==> src/rtl/mcmac_pkg.sv <==
// Shared types and sizing helpers for the iterative multiply-accumulate unit.
package mcmac_pkg;

   typedef enum logic {
      IDLE = 1'b0,
      RUN  = 1'b1
   } state_t;

   localparam int CNT_W_MIN = 1;

   function automatic int chunk_w(input int m, input int ii);
      return m / ii;
   endfunction

   function automatic int cnt_w(input int ii);
      return (ii > 1) ? $clog2(ii) : CNT_W_MIN;
   endfunction

endpackage

==> src/rtl/mcmac_pp.sv <==
// Partial-product generator: one K-bit chunk of bb times aa, N+M bits wide.
module mcmac_pp #(
   parameter int N = 8,
   parameter int M = 8,
   parameter int K = 2
) (
   input  logic [N-1:0]   aa,
   input  logic [K-1:0]   chunk,
   input  logic           sign,
   input  logic           is_top,
   output logic [N+M-1:0] term
);

   localparam int W = N + M;

   logic [W-1:0] a_ext;
   logic [W-1:0] c_ext;

   // only the top chunk carries the sign of bb
   always_comb begin
      a_ext = {{M{sign & aa[N-1]}}, aa};
      c_ext = {{(W-K){sign & is_top & chunk[K-1]}}, chunk};
      term  = a_ext * c_ext;
   end

endmodule

==> src/rtl/mc_mac_unit.sv <==
// Iterative multi-cycle MAC: retires one K-bit chunk of bb per cycle,
// II cycles per product, with an optional running accumulator.
module mc_mac_unit
   import mcmac_pkg::*;
#(
   parameter int N     = 8,
   parameter int M     = 8,
   parameter int II    = 4,
   parameter int ACC_W = N + M + 4
) (
   input  logic             clk,
   input  logic             rst_n,
   input  logic             start,
   input  logic             sign,
   input  logic             acc_en,
   input  logic             acc_clr,
   input  logic [N-1:0]     aa,
   input  logic [M-1:0]     bb,
   output logic             ready,
   output logic             out_valid,
   output logic [N+M-1:0]   out,
   output logic [ACC_W-1:0] acc_out,
   output logic             drop
);

   localparam int W  = N + M;
   localparam int K  = chunk_w(M, II);
   localparam int CW = cnt_w(II);
   localparam logic [CW-1:0] LAST = CW'(II - 1);

   if (II < 1 || II > M || (M % II) != 0) begin : g_bad_ii
      $error("mc_mac_unit: II must divide M and lie in 1..M");
   end
   if (ACC_W < W) begin : g_bad_acc
      $error("mc_mac_unit: ACC_W must be >= N+M");
   end

   state_t          state;
   state_t          state_nx;
   logic [CW-1:0]   count;
   logic [W-1:0]    sum;
   logic [N-1:0]    a_r;
   logic [M-1:0]    b_r;
   logic            sign_r;
   logic            acc_en_r;

   logic            last;
   logic            accept;
   logic [31:0]     sh;
   logic [K-1:0]    chunk;
   logic [W-1:0]    term;
   logic [W-1:0]    sum_nx;
   logic [ACC_W-1:0] prod_ext;
   logic [ACC_W-1:0] acc_base;

   assign last   = (state == RUN) && (count == LAST);
   assign ready  = (state == IDLE) || last;
   assign accept = start && ready;

   always_comb begin
      sh       = 32'(count) * 32'(K);
      chunk    = K'(b_r >> sh);
      sum_nx   = sum + (term << sh);
      prod_ext = sign_r ? ACC_W'($signed(sum_nx)) : ACC_W'(sum_nx);
      acc_base = acc_clr ? '0 : acc_out;
   end

   mcmac_pp #(
      .N(N),
      .M(M),
      .K(K)
   ) u_pp (
      .aa    (a_r),
      .chunk (chunk),
      .sign  (sign_r),
      .is_top(last),
      .term  (term)
   );

   always_ff @(posedge clk or negedge rst_n) begin
      if (!rst_n) state <= IDLE;
      else        state <= state_nx;
   end

   always_comb begin
      state_nx = state;
      unique case (state)
         IDLE:    if (start) state_nx = RUN;
         RUN:     if (last && !start) state_nx = IDLE;
         default: state_nx = IDLE;
      endcase
   end

   always_ff @(posedge clk or negedge rst_n) begin
      if (!rst_n) begin
         count     <= '0;
         sum       <= '0;
         a_r       <= '0;
         b_r       <= '0;
         sign_r    <= 1'b0;
         acc_en_r  <= 1'b0;
         out       <= '0;
         out_valid <= 1'b0;
         acc_out   <= '0;
         drop      <= 1'b0;
      end else begin
         out_valid <= last;
         drop      <= start && !ready;
         if (accept) begin
            a_r      <= aa;
            b_r      <= bb;
            sign_r   <= sign;
            acc_en_r <= acc_en;
            sum      <= '0;
            count    <= '0;
         end else if (state == RUN && !last) begin
            sum   <= sum_nx;
            count <= count + 1'b1;
         end
         if (last) out <= sum_nx;
         // clear-then-add when both land on the completion edge
         if (last && acc_en_r) acc_out <= acc_base + prod_ext;
         else if (acc_clr)     acc_out <= '0;
      end
   end

endmodule

==> config.mk <==
export PLATFORM = sky130hd
export DESIGN_NAME = mc_mac_unit
export DESIGN_NICKNAME = d
export VERILOG_FILES = /design/src/rtl/mcmac_pkg.sv /design/src/rtl/mcmac_pp.sv /design/src/rtl/mc_mac_unit.sv
export SDC_FILE = /design/constraint.sdc
export NUM_CORES = 1
export LEC_CHECK = 0
export ABC_AREA = 1
export BUFFER_PORTS_ARGS = -buffer_cell sky130_fd_sc_hd__buf_2
export CORE_MARGIN = 2
export CORE_UTILIZATION = 62
export DETAILED_ROUTE_END_ITERATION = 12
export GPL_TIMING_DRIVEN = 0
export PLACE_DENSITY = 0.84
export SLEW_MARGIN = 20
export SYNTH_ARGS = -nofsm -noshare
export SYNTH_HDL_FRONTEND = slang
export SYNTH_SLANG_ARGS = --single-unit
==> constraint.sdc <==
create_clock -name clk -period 17.5 [get_ports clk]
set_clock_uncertainty 0.15 [all_clocks]
set_input_delay 2.625 -clock clk [delete_from_list [all_inputs] [get_ports clk]]
set_output_delay 2.625 -clock clk [all_outputs]
set_load 0.1 [all_outputs]
After elaboration in Yosys (flattened, before gate mapping)
Cells that the tools add are included.
{"block": "op_classes", "n_addsub": 3, "mul": 1, "div_mod_pow": 0, "order_cmp": 0, "n_eq_ne": 1, "shift": 2, "mux": 10, "bitwise_logic": 4, "n_reduce_logical": 11}
{"op": "2-to-1 mux 20 bit", "n": 3}
{"op": "2-to-1 mux 16 bit", "n": 2}
{"op": "adder 20 bit", "n": 1}
{"op": "adder 16 bit", "n": 1}
{"op": "left shift 16 x 3 -> 16 bit", "n": 1}
{"op": "multiplier 9 x 3 -> 12 bit", "n": 1}
{"op": "right shift 8 x 3 -> 2 bit", "n": 1}
{"op": "logical AND 1 bit", "n": 6}
{"op": "2-to-1 mux 2 bit", "n": 2}
{"op": "AND 1 bit", "n": 3}
{"op": "zero test 1 bit", "n": 3}
{"op": "adder 2 x 1 -> 2 bit (second input constant)", "n": 1}
{"op": "equality test 2 bit (second input constant)", "n": 1}
{"op": "2-to-1 mux 1 bit", "n": 2}
{"op": "one-hot mux 1 bit (2 select lines)", "n": 1}
{"op": "nonzero test 2 bit", "n": 1}
{"op": "logical OR 1 bit", "n": 1}
{"op": "inverter 1 bit", "n": 1}
{"block": "totals", "reg_bits": 75, "latch_bits": 0, "ramBits": 0, "mem_bits_ro": 0, "in_bits": 22, "word_cells": 43, "mem_count": 0}

Depth between registers and ports, before layout
Gate-level depths: netlist (run 1).
{"block": "depth", "ltp_word": 10, "mapped_depth": 43, "ltp_nobuf": 42}

Modules after synthesis
Synthesis (run 1) repeated with hierarchy kept, for this count alone.
{"block": "hier_totals", "hier_cells": 759, "hier_area_um2": 5876.9}
{"module": "mc_mac_unit", "n_inst": 1, "cells_each": 607, "area_each_um2": 4907.2, "seq_area_each_um2": 1876.8}
{"module": "mcmac_pp", "n_inst": 1, "cells_each": 152, "area_each_um2": 969.7, "seq_area_each_um2": 0.0}

Worst setup path after synthesis (run 1)
Ideal clock, no wire load.
{"block": "synth_timing", "path_type": "register to register", "from": "register count[0]", "to": "register acc_out[18]", "setup_ns": 0.117, "arrival_time_ns": 5.966, "required_ns": 17.233, "setup_slack_ns": 11.267, "stages_incl_launch_ff": 42, "path_buffers": 1, "synth_period_minus_slack_ns": 6.233, "path_cell_list": "dfrtp_1 > buf_2 > inv_1 > nand2_1 > nand3_1 > nand2_1 > nor3_1 > clkinv_1 > nor2_1 > fa_1 > ha_1 > ha_1 > inv_1 > fa_1 > inv_1 > nand2_1 > nand2_1 > nand2_1 > [... 6 more ...] > inv_1 > a21oi_1 > xor2_1 > inv_1 > ha_1 > a21oi_1 > a21boi_1 > o21ai_1 > nand3_1 > nand2_1 > nand2_1 > nand3_1 > nand2_1 > nand2_1 > nand2_1 > nand3_1 > nand3_1 > nand2_1"}
{"block": "synth_between", "elab_chain_len": 10, "elab_cells_between_ends": 12, "cone_classes": "add/sub (2); mul (1); eq/ne (1); shift (2); mux (2); bitwise (2); reduce/logical (2)"}
{"element": "from (decl)", "line_no": "mc_mac_unit.sv:40", "source": "logic [CW-1:0] count;"}
{"element": "from (signal assigned)", "line_no": "mc_mac_unit.sv:118", "source": "count <= count + 1'b1;"}
{"element": "equality test 2 bit", "line_no": "mc_mac_unit.sv:56", "source": "assign last = (state == RUN) && (count == LAST);"}
{"element": "logical AND 1 bit", "line_no": "mc_mac_unit.sv:56"}
{"element": "AND 1 bit (2 in a row)", "line_no": "mcmac_pp.sv:22", "source": "c_ext = {{(W-K){sign & is_top & chunk[K-1]}}, chunk};"}
{"element": "multiplier 9 x 3 -> 12 bit", "line_no": "mcmac_pp.sv:23", "source": "term = a_ext * c_ext;"}
{"element": "left shift 16 x 3 -> 16 bit *", "line_no": "mc_mac_unit.sv:63", "source": "sum_nx = sum + (term << sh);"}
{"element": "adder 16 bit *", "line_no": "mc_mac_unit.sv:63"}
{"element": "2-to-1 mux 20 bit *", "line_no": "mc_mac_unit.sv:64", "source": "prod_ext = sign_r ? ACC_W'($signed(sum_nx)) : ACC_W'(sum_nx);"}
{"element": "named net prod_ext[9]", "line_no": "mc_mac_unit.sv:53", "source": "logic [ACC_W-1:0] prod_ext;"}
{"element": "adder 20 bit *", "line_no": "mc_mac_unit.sv:122", "source": "if (last && acc_en_r) acc_out <= acc_base + prod_ext;"}
{"element": "2-to-1 mux 20 bit *", "line_no": "mc_mac_unit.sv:122"}
{"element": "to (signal assigned)", "line_no": "mc_mac_unit.sv:122"}
{"element": "to (decl)", "line_no": "mc_mac_unit.sv:22", "source": "output logic [ACC_W-1:0] acc_out,"}
Mark *: on every way through the listed nets, which the timed path passes. The rest lies on a longest branch.
A chain may end at the register's enable or synchronous reset.

Final worst setup path (run 1)
Same ends and word-level chain as after synthesis.

==> results.py, run 1 <==
metrics = {
    "cells_and_area": {
        "seqCellArea_sq_mm": 0.00188,
        "n_antenna_cell": 0,
        "area_growth_pct": 11.2,
        "nFillCells": 698,
        "nNetsFinal": 877,
        "multi_input_area_sq_mm": 0.00327,
        "drive_gt1_frac": 0.146,
    },
    "sta": {
        "rsz0062_at_grt": "false",
        "worst_pin_slew_ns": 0.693,
        "slew_viol_final": 0,
        "setup_viol": 0,
        "hold_viol_final": 0,
        "slew_headroom": 0.536,
        "period_minus_slack_ns": 7.26,
        "setup_tns_ns": 0,
        "final.period_utilization": 0.415,
        "fmax_ghz": 0.138,
    },
    "logic_synthesis": {
        "syn_area_per_cell_sq_um": 7.74,
        "async_flop_share": 1.00,
        "ys_warn_count": 0,
        "seq_area_frac_synth": 0.336,
        "synth_enable_flop_cells": 0,
        "synth_compound_area_frac": 0.124,
        "ys_top_cells_by_area": "dfrtp_1, ha_1, nand2_1, inv_1, o21ai_0",
        "synth_cells": 721,
        "ys_top_cells_by_count": "nand2_1, inv_1, dfrtp_1",
        "synth_most_common_cell": "nand2_1",
        "synth_top_area_share": 0.336,
        "synthAdderAreaFrac": 0.157,
        "synth_flop_cell": "dfrtp_1",
        "synthSimpleGateAreaFrac": 0.230,
        "muxShareOfSynthArea": 0.0217,
        "synth_seq_cells": 75,
        "ys_types": 41,
        "syn_nets": 806,
        "synth_xor_area_frac": 0.0518,
        "synth_top_family_by_area": "simple AND/OR/NAND/NOR gates",
        "synth_area_sq_mm": 0.00558,
        "synth_area_leader_cell": "dfrtp_1",
    },
    "clock_network": {
        "clk_pin_slew_ns": 0.08,
        "root_buffer": "clkbuf_8",
        "clk_latency_ns": 0.35,
        "htreeDepth": 3,
        "cts_sinks": 75,
        "numCtsBuffers": 9,
        "cts_setup_buffers": 0,
        "hold_buffers": 0,
        "cts_buffer_depth": 2,
        "cts_tree": "done",
        "cts.repair.resized": 0,
    },
    "global_route": {
        "grt_max_degree": 46,
        "overflow": 0,
        "grt_pass1_vias": 4883,
        "grt_pass1_wl_um": 22000,
        "antenna_found_initial": 0,
        "grt.total_usage": 0.280,
    },
    "status": {
        "status": "complete, no violations",
    },
    "worst_setup_path": {
        "worst_path_max_delay_cell": "fa_1",
        "crit_fanout": 10,
        "crit_type": "reg -> reg",
        "crit_path_end_kind": "flip-flop",
        "r2r_slack_ns": 10.24,
        "crit_required_ns": 17.59,
        "reg2reg_to": "acc_out[18]",
        "cp.arrival_ns": 7.34,
        "crit_top_cell": "nand2_1",
        "critPathLaunchType": "flip-flop",
        "r2r_start": "count[0]",
        "reg2reg_depth": 41,
        "crit_path_max_incr_delay_ns": 0.42,
    },
    "detailed_routing": {
        "routed_via_density": 5.50,
        "postRouteAntennaNets": 0,
        "vias": 4978,
        "drc": 0,
        "wirelength_um": 12900,
        "routedWlPerCell_um": 14.2,
        "first_pass_iters": 5,
        "drt_iter0_drc": 285,
    },
    "min_path": {
        "hold-path-cell-count": 2,
        "hold_end": "out[14]",
        "min_from": "out[14]",
        "hp-class": "reg -> reg",
    },
    "floorplanning": {
        "dieArea_sq_mm": 0.00978,
        "die_x_um": 98.9,
        "core-area_sq_mm": 0.00872,
        "die_height_um": 98.9,
        "initial_utilization": 0.640,
        "ioPinCount": 61,
        "row_count": 34,
    },
    "placed_design": {
        "portBuffers": 59,
        "routabilityCongestion": 0.916,
        "dpl.hpwl_um": 10300,
    },
    "flow_run": {
        "drv_cap": 0,
    },
}
## metrics by stage
stage          worst slack, ns  area [sq um]  hold WS, ns  cells   util
6_report                 10.24          6210        0.334    905  0.712
5_1_grt                   9.63          6210        0.370    905  0.712
4_1_cts                  10.30          6210        0.334    905  0.712
3_5_place_dp             10.38          6040        0.315    889  0.692
3_3_place_gp             10.49          6010        0.310    888  0.690
2_1_floorplan            11.27          5580        0.306    721      -
## layout make-up
class                           count  area share
Sequential cell                    75       0.302
Buffer                             17      0.0105
Inverter                          100      0.0605
Multi-Input combinational cell    529       0.526
Clock inverter                      4     0.00423
Clock buffer                       12      0.0234
Timing Repair Buffer               60      0.0512
Tap cell                          108      0.0218
## worst max-delay path by stage
stage / slack (ns) / from / endpoint
2_1_floorplan: 11.27 / count[0] / acc_out[18]
3_3_place_gp: 10.49 / count[0] / acc_out[18]
3_5_place_dp: 10.38 / count[0] / acc_out[18]
4_1_cts: 10.30 / count[0] / acc_out[18]
5_1_grt: 9.63 / count[0] / acc_out[18]
6_report: 10.24 / count[0] / acc_out[18]
## logic make-up (layout without fill, tap and decap cells)
kind of cell,Yosys count,after routing
flops,75,75
xor+xnor,33,33
mux,11,11
simple gates,294,294
compound gates,128,128
buf+inv,117,193
fa+ha+maj,63,63
## sequential cells by signal, indices dropped and copies added, names as in the netlist
signal / flops
a_r: 8
acc_en_r: 1
acc_out: 20
b_r: 8
count: 2
drop: 1
out: 16
out_valid: 1
sign_r: 1
state: 1
sum: 16
## layer usage
layer  global-route usage  vias to the layer above  routed length [um]
li1                     -                     2467                   -
met1                0.368                     2342                5740
met2                0.471                      140                6290
met3               0.0411                       29                 604
met4                0.101                        0                 261
met5                    0                        -                   0
## layout by cell type, fill, tap and decap left out, types with 10 or more instances in the layout
cell type    n
ha_1        51
o21ai_0     60
a21oi_1     40
nand2_2     12
xor2_1      21
o21ai_1     11
clkbuf_8    10
inv_1       95
nand2_1    167
buf_2       59
nor2_1      61
fa_1        12
nand3_1     31
dfrtp_1     75
xnor2_1     12
clkbuf_1    17
## critical path: cells and delay by family (launching register included)
family / cells / cell delay (ns)
flops: 1 / 0.39
compound gates: 7 / 1.17
simple gates: 22 / 2.23
xor+xnor: 2 / 0.50
mux: 1 / 0.15
buf+inv: 4 / 0.78
fa+ha+maj: 5 / 1.76
Power of run 1 is left out: the tool's default activity adds up to more than one toggle a clock period on the data nets, which glitch-free logic cannot reach.
==> inputs of run 2 (changes only) <==
--- a/config.mk
+++ b/config.mk
@@ -5,13 +5,13 @@
 export SDC_FILE = /design/constraint.sdc
 export NUM_CORES = 1
 export LEC_CHECK = 0
-export ABC_AREA = 1
+export ABC_AREA = 0
 export BUFFER_PORTS_ARGS = -buffer_cell sky130_fd_sc_hd__buf_2
 export CORE_MARGIN = 2
-export CORE_UTILIZATION = 62
+export CORE_UTILIZATION = 54
 export DETAILED_ROUTE_END_ITERATION = 12
 export GPL_TIMING_DRIVEN = 0
-export PLACE_DENSITY = 0.84
+export PLACE_DENSITY = 0.77
 export SLEW_MARGIN = 20
 export SYNTH_ARGS = -nofsm -noshare
 export SYNTH_HDL_FRONTEND = slang
==> constraint.sdc (replaced) <==
create_clock -name clk -period 6.1 [get_ports clk]
set_clock_uncertainty 0.15 [all_clocks]
set_input_delay 0.915 -clock clk [delete_from_list [all_inputs] [get_ports clk]]
set_output_delay 0.915 -clock clk [all_outputs]
set_load 0.1 [all_outputs]
==> run 2 against run 1 <==
  * The run now ends with negative setup slack left
  * Hold slack worse by 0.049 ns
  * Global-route usage down 0.38 points
  * Cell count down 3.8%
  * Critical path depth down 5
  * Core utilization up 0.51 points
  * Setup slack worse by 11 ns
  * Register-to-register slack worse by 11 ns
  * Area after synthesis up 3.3%
  * Via count up 2.6%
  * Count of clock-buffer cells in the layout unchanged
  * Critical endpoint unchanged
==> results.py, run 2 <==
metrics = {
    "status": {
        "status": "finished, violations left",
        "violations": "negative setup slack",
    },
    "worst_setup_path": {
        "worst_path_max_delay_cell": "fa_1",
        "crit_fanout": 4,
        "reg2reg_to": "acc_out[18]",
        "critPathLaunchType": "flip-flop",
        "crit_start": "count[0]",
        "r2r_start": "count[0]",
        "reg2reg_depth": 36,
        "crit_end": "acc_out[18]",
        "crit_top_cell": "ha_4",
        "crit_type": "reg -> reg",
        "crit_path_max_incr_delay_ns": 0.59,
        "r2r_slack_ns": -1.05,
        "crit_path_end_kind": "flip-flop",
        "crit_required_ns": 6.22,
        "cp.arrival_ns": 7.27,
    },
    "floorplanning": {
        "dieArea_sq_mm": 0.0115,
        "die_height_um": 107,
        "initial_utilization": 0.556,
        "row_count": 37,
        "ioPinCount": 61,
        "die_x_um": 107,
        "core-area_sq_mm": 0.0104,
    },
    "clock_network": {
        "cts_tree": "done",
        "cts_buffer_depth": 2,
        "hold_buffers": 0,
        "clk_pin_slew_ns": 0.08,
        "numCtsBuffers": 9,
        "cts_sinks": 75,
        "root_buffer": "clkbuf_8",
        "htreeDepth": 3,
        "clk_latency_ns": 0.37,
    },
    "detailed_routing": {
        "routed_via_density": 5.86,
        "postRouteAntennaNets": 0,
        "first_pass_iters": 5,
        "drt_iter0_drc": 310,
        "routedWlPerCell_um": 18.2,
        "vias": 5105,
        "wirelength_um": 15900,
        "drc": 0,
    },
    "logic_synthesis": {
        "syn_area_per_cell_sq_um": 9.41,
        "ys_types": 63,
        "synth_enable_flop_cells": 0,
        "async_flop_share": 1.00,
        "synth_area_leader_cell": "dfrtp_1",
        "synth_area_sq_mm": 0.00577,
        "ys_top_cells_by_area": "dfrtp_1, ha_1, mux2_2, fa_1, nand2_1",
        "synth_cells": 613,
        "synth_most_common_cell": "dfrtp_1",
        "ys_warn_count": 0,
        "synth_seq_cells": 75,
        "synth_top_area_share": 0.325,
        "ys_top_cells_by_count": "dfrtp_1, nand2_1, ha_1",
        "seq_area_frac_synth": 0.325,
        "synth_flop_cell": "dfrtp_1",
        "syn_nets": 698,
    },
    "cells_and_area": {
        "nNetsFinal": 817,
        "final_common_cell": "dfrtp_1",
        "drive_gt1_frac": 0.351,
        "stdcell_area_sq_mm": 0.00743,
        "n_antenna_cell": 0,
        "largest_reg_flops": 20,
        "nFillCells": 741,
        "largest_register": "acc_out",
        "area_growth_pct": 28.9,
        "largestRegisters": "acc_out (20), out (16), sum (16)",
        "most-common-layout-cells": "dfrtp_1, nand2_1, buf_2, buf_4",
    },
    "sta": {
        "final.period_utilization": 1.17,
        "setup_viol": 10,
        "slew_headroom": 0.580,
        "worst_pin_slew_ns": 0.629,
        "slew_viol_final": 0,
        "fin_ws_ns": -1.05,
        "hold_viol_final": 0,
        "fmax_ghz": 0.140,
        "period_minus_slack_ns": 7.15,
        "rsz0062_at_grt": "true",
    },
    "flow_run": {
        "drv_cap": 0,
    },
    "global_route": {
        "antenna_found_initial": 0,
        "grt.total_usage": 0.276,
        "overflow": 0,
        "grt_pass1_wl_um": 24900,
        "grt_pass1_vias": 5043,
        "grt_max_degree": 54,
    },
    "placed_design": {
        "dp_slack_ns": -1.73,
        "portBuffers": 60,
        "dpl.hpwl_um": 10500,
        "routabilityCongestion": 0.920,
        "placed_cell_area_sq_mm": 0.00634,
    },
    "min_path": {
        "hp-class": "in -> async",
    },
}
[run 2: cell count changes in the layout (fill, tap and decap cells not counted), sizes merged, moves of 9 or more]
| cell | previous run | this run |
|---|---|---|
| a21o | 3 | 12 |
| and2 | 0 | 17 |
| buf | 62 | 113 |
| inv | 98 | 32 |
| mux2 | 9 | 29 |
| nand2 | 181 | 62 |
| nand3 | 40 | 7 |
| nand3b | 1 | 15 |
| nor2 | 62 | 40 |
| nor2b | 0 | 23 |
| o21ai | 71 | 41 |
| xnor2 | 12 | 23 |
[run 2: routing by layer]
| layer | up-vias | track usage | wire length, um |
|---|---|---|---|
| met5 | - | 0 | 0 |
| met4 | 0 | 0.0852 | 314 |
| met3 | 28 | 0.0387 | 675 |
| met2 | 148 | 0.479 | 7950 |
| met1 | 2511 | 0.358 | 6930 |
| li1 | 2418 | - | - |
[run 2: metrics by stage]
stage	hold WS, ns	std cells	setup TNS (ns)	utilization
3_5_place_dp	0.320	810	-14.16	0.611
5_1_grt	0.313	871	-9.23	0.717
2_1_floorplan	0.323	613	-3.05	-
3_3_place_gp	0.317	809	-12.18	0.609
6_report	0.285	871	-6.21	0.717
4_1_cts	0.296	854	-5.03	0.675
[run 2: worst min-delay path by stage]
stage / from / to / slack (ns) / cells past startpoint
4_1_cts: rst_n / drop / 0.30 / 1
6_report: rst_n / drop / 0.29 / 1
2_1_floorplan: sum[12] / sum[12] / 0.32 / 1
3_3_place_gp: out[2] / out[2] / 0.32 / 2
3_5_place_dp: out[2] / out[2] / 0.32 / 2
5_1_grt: rst_n / drop / 0.31 / 1
[run 2: critical path, delay by kind of cell (launching register included)]
kind	cells	cell delay (ns)
AOI/OAI and AO/OA	13	1.94
xor gates and xnor gates	3	0.61
adders and majority gates	5	1.51
buffers and inverters	4	0.43
DFF	1	0.37
muxes	3	0.88
and+or+nand+nor	8	1.12
[run 2: what timing repair did]
action / CTS / global route
resized for setup: 56 / 66
setup buffers: 31 / 19
endpoints found under the setup margin: 18 / 16
pin swaps: 43 / 41
[run 2: logic make-up after synthesis]
kind of cell	Yosys count	synth area share
and+or+nand+nor	194	0.173
DFF	75	0.325
muxes	41	0.0839
adders and majority gates	63	0.152
xor gates and xnor gates	38	0.0603
AOI/OAI and AO/OA	150	0.170
buffers and inverters	52	0.0354
[run 2: layout make-up]
class	count	area (sq um)	area share
multi-input cells	486	4290	0.577
flip-flops and latches	75	1880	0.252
repair buffers	109	721	0.0970
well taps	136	170	0.0229
clock buffers	12	155	0.0209
inverters	32	125	0.0168
plain buffers	19	82.6	0.0111
clock inverters	2	12.5	0.00168
Power of run 2 is left out for the same reason.
==> inputs of run 3 (changes only) <==
--- a/config.mk
+++ b/config.mk
@@ -10,7 +10,6 @@
 export CORE_MARGIN = 2
 export CORE_UTILIZATION = 54
 export DETAILED_ROUTE_END_ITERATION = 12
-export GPL_TIMING_DRIVEN = 0
 export PLACE_DENSITY = 0.77
 export SLEW_MARGIN = 20
 export SYNTH_ARGS = -nofsm -noshare
==> run 3 against run 2 <==
  * The run still ends with negative setup slack left
  * Count of clock-buffer cells in the layout is the same
  * Cell area grew 6.9%
  * Cell count grew 9.1%
  * Critical path type unchanged
  * Largest cell class unchanged
==> results.py, run 3 (same netlist as run 2, synthesis figures left out) <==
metrics = {
    "cells_and_area": {
        "final_common_cell": "buf_4",
        "most-common-layout-cells": "buf_4, dfrtp_1, nand2_1, buf_2, ha_1",
        "nFillCells": 635,
        "largestRegisters": "acc_out (20), out (16), sum (16)",
        "largest_reg_flops": 20,
        "largest_register": "acc_out",
        "instances_no_fill": 950,
        "multi_input_area_sq_mm": 0.00415,
        "area_growth_pct": 37.8,
        "drive_gt1_frac": 0.418,
        "seqCellArea_sq_mm": 0.00188,
        "n_antenna_cell": 0,
        "nNetsFinal": 894,
    },
    "sta": {
        "period_minus_slack_ns": 7.18,
        "fin_ws_ns": -1.08,
        "hold_viol_final": 0,
        "slew_viol_final": 0,
        "setup_viol": 12,
        "worst_pin_slew_ns": 0.979,
        "setup_tns_ns": -8.15,
        "fmax_ghz": 0.139,
        "rsz0062_at_grt": "true",
        "slew_headroom": 0.347,
        "final.period_utilization": 1.18,
    },
    "detailed_routing": {
        "drc": 0,
        "met3WireLength_um": 960,
        "postRouteAntennaNets": 0,
        "vias": 5682,
        "first_pass_iters": 5,
        "wl_met1_um": 7420,
        "wl_met2_um": 9100,
        "routed_via_density": 5.98,
        "dr.max_layer_used": "met4",
        "routedWlPerCell_um": 19.2,
        "wirelength_um": 18300,
        "drt_iter0_drc": 435,
    },
    "global_route": {
        "overflow": 0,
        "grt_pass1_vias": 5711,
        "grt_max_degree": 76,
        "antenna_found_initial": 0,
        "grt.total_usage": 0.298,
        "grt_pass1_wl_um": 27100,
    },
    "clock_network": {
        "numCtsBuffers": 9,
        "hold_buffers": 0,
        "cts_buffer_depth": 2,
        "clk_latency_ns": 0.38,
        "htreeDepth": 3,
        "clk_pin_slew_ns": 0.08,
        "cts_sinks": 75,
        "root_buffer": "clkbuf_8",
        "cts_tree": "done",
    },
    "floorplanning": {
        "ioPinCount": 61,
        "initial_utilization": 0.556,
        "dieArea_sq_mm": 0.0115,
        "die_height_um": 107,
        "die_x_um": 107,
        "row_count": 37,
        "core-area_sq_mm": 0.0104,
    },
    "worst_setup_path": {
        "crit_path_end_kind": "flip-flop",
        "crit_path_max_incr_delay_ns": 0.53,
        "critPathLaunchType": "flip-flop",
        "r2r_slack_ns": -1.08,
        "crit_required_ns": 6.25,
        "crit_type": "reg -> reg",
        "crit_end": "acc_out[16]",
        "cp.arrival_ns": 7.33,
        "r2r_start": "count[0]",
        "worst_path_max_delay_cell": "mux4_2",
        "crit_start": "count[0]",
        "reg2reg_to": "acc_out[16]",
        "reg2reg_depth": 31,
        "crit_fanout": 6,
    },
    "placed_design": {
        "dp_cells": 906,
        "routabilityCongestion": 0.893,
        "portBuffers": 60,
        "dpl.hpwl_um": 11400,
    },
    "status": {
        "status": "finished, violations left",
        "violations": "negative setup slack",
    },
    "flow_run": {
        "drv_cap": 0,
    },
    "min_path": {
        "hp-class": "reg -> reg",
    },
}
==> run 3: layout make-up <==
class | instances | area share
multi-input cells | 486 | 0.522
flip-flops and latches | 75 | 0.236
repair buffers | 205 | 0.181
well taps | 136 | 0.0214
clock buffers | 12 | 0.0208
inverters | 32 | 0.0151
clock inverters | 4 | 0.00299
==> run 3: what timing repair did <==
action                                  4_1_cts  5_1_grt
endpoints found under the setup margin       13       14
cloned                                        0        0
setup buffers                                13       15
gates resized for setup                      59       33
pin swaps                                    34       32
==> run 3: worst max-delay path: cells and delay by family (launching register included) <==
| kind | cells | cell delay, ns |
|---|---|---|
| fa+ha+maj | 6 | 1.88 |
| xor+xnor | 4 | 0.93 |
| mux | 2 | 0.95 |
| compound gates | 8 | 1.19 |
| simple gates | 6 | 1.09 |
| flops | 1 | 0.44 |
| buf+inv | 5 | 0.44 |
==> run 3: routing by layer <==
layer / up-vias / global-route usage
met1: 2788 / 0.375
met5: - / 0
met4: 0 / 0.127
met2: 265 / 0.513
met3: 71 / 0.0412
li1: 2558 / -
==> run 3: how the worst min path moves through the flow <==
stage          slack [ns]    start      end  cells after the start
6_report             0.33  out[12]  out[12]                      2
5_1_grt              0.36  out[15]  out[15]                      2
4_1_cts              0.33  out[15]  out[15]                      2
3_5_place_dp         0.31  out[12]  out[12]                      2
3_3_place_gp         0.31  out[12]  out[12]                      2
2_1_floorplan        0.32  sum[12]  sum[12]                      1
==> run 3: metrics by stage <==
stage / util / hold WS [ns] / area (sq um) / worst slack [ns]
finish: 0.766 / 0.334 / 7950 / -1.08
detailed placement: 0.686 / 0.308 / 7110 / -0.963
global route: 0.766 / 0.361 / 7950 / -1.31
global placement: 0.686 / 0.306 / 7110 / -0.746
floorplan: - / 0.323 / 5840 / -0.721
CTS: 0.740 / 0.335 / 7670 / -0.763
Power of run 3 is left out for the same reason.
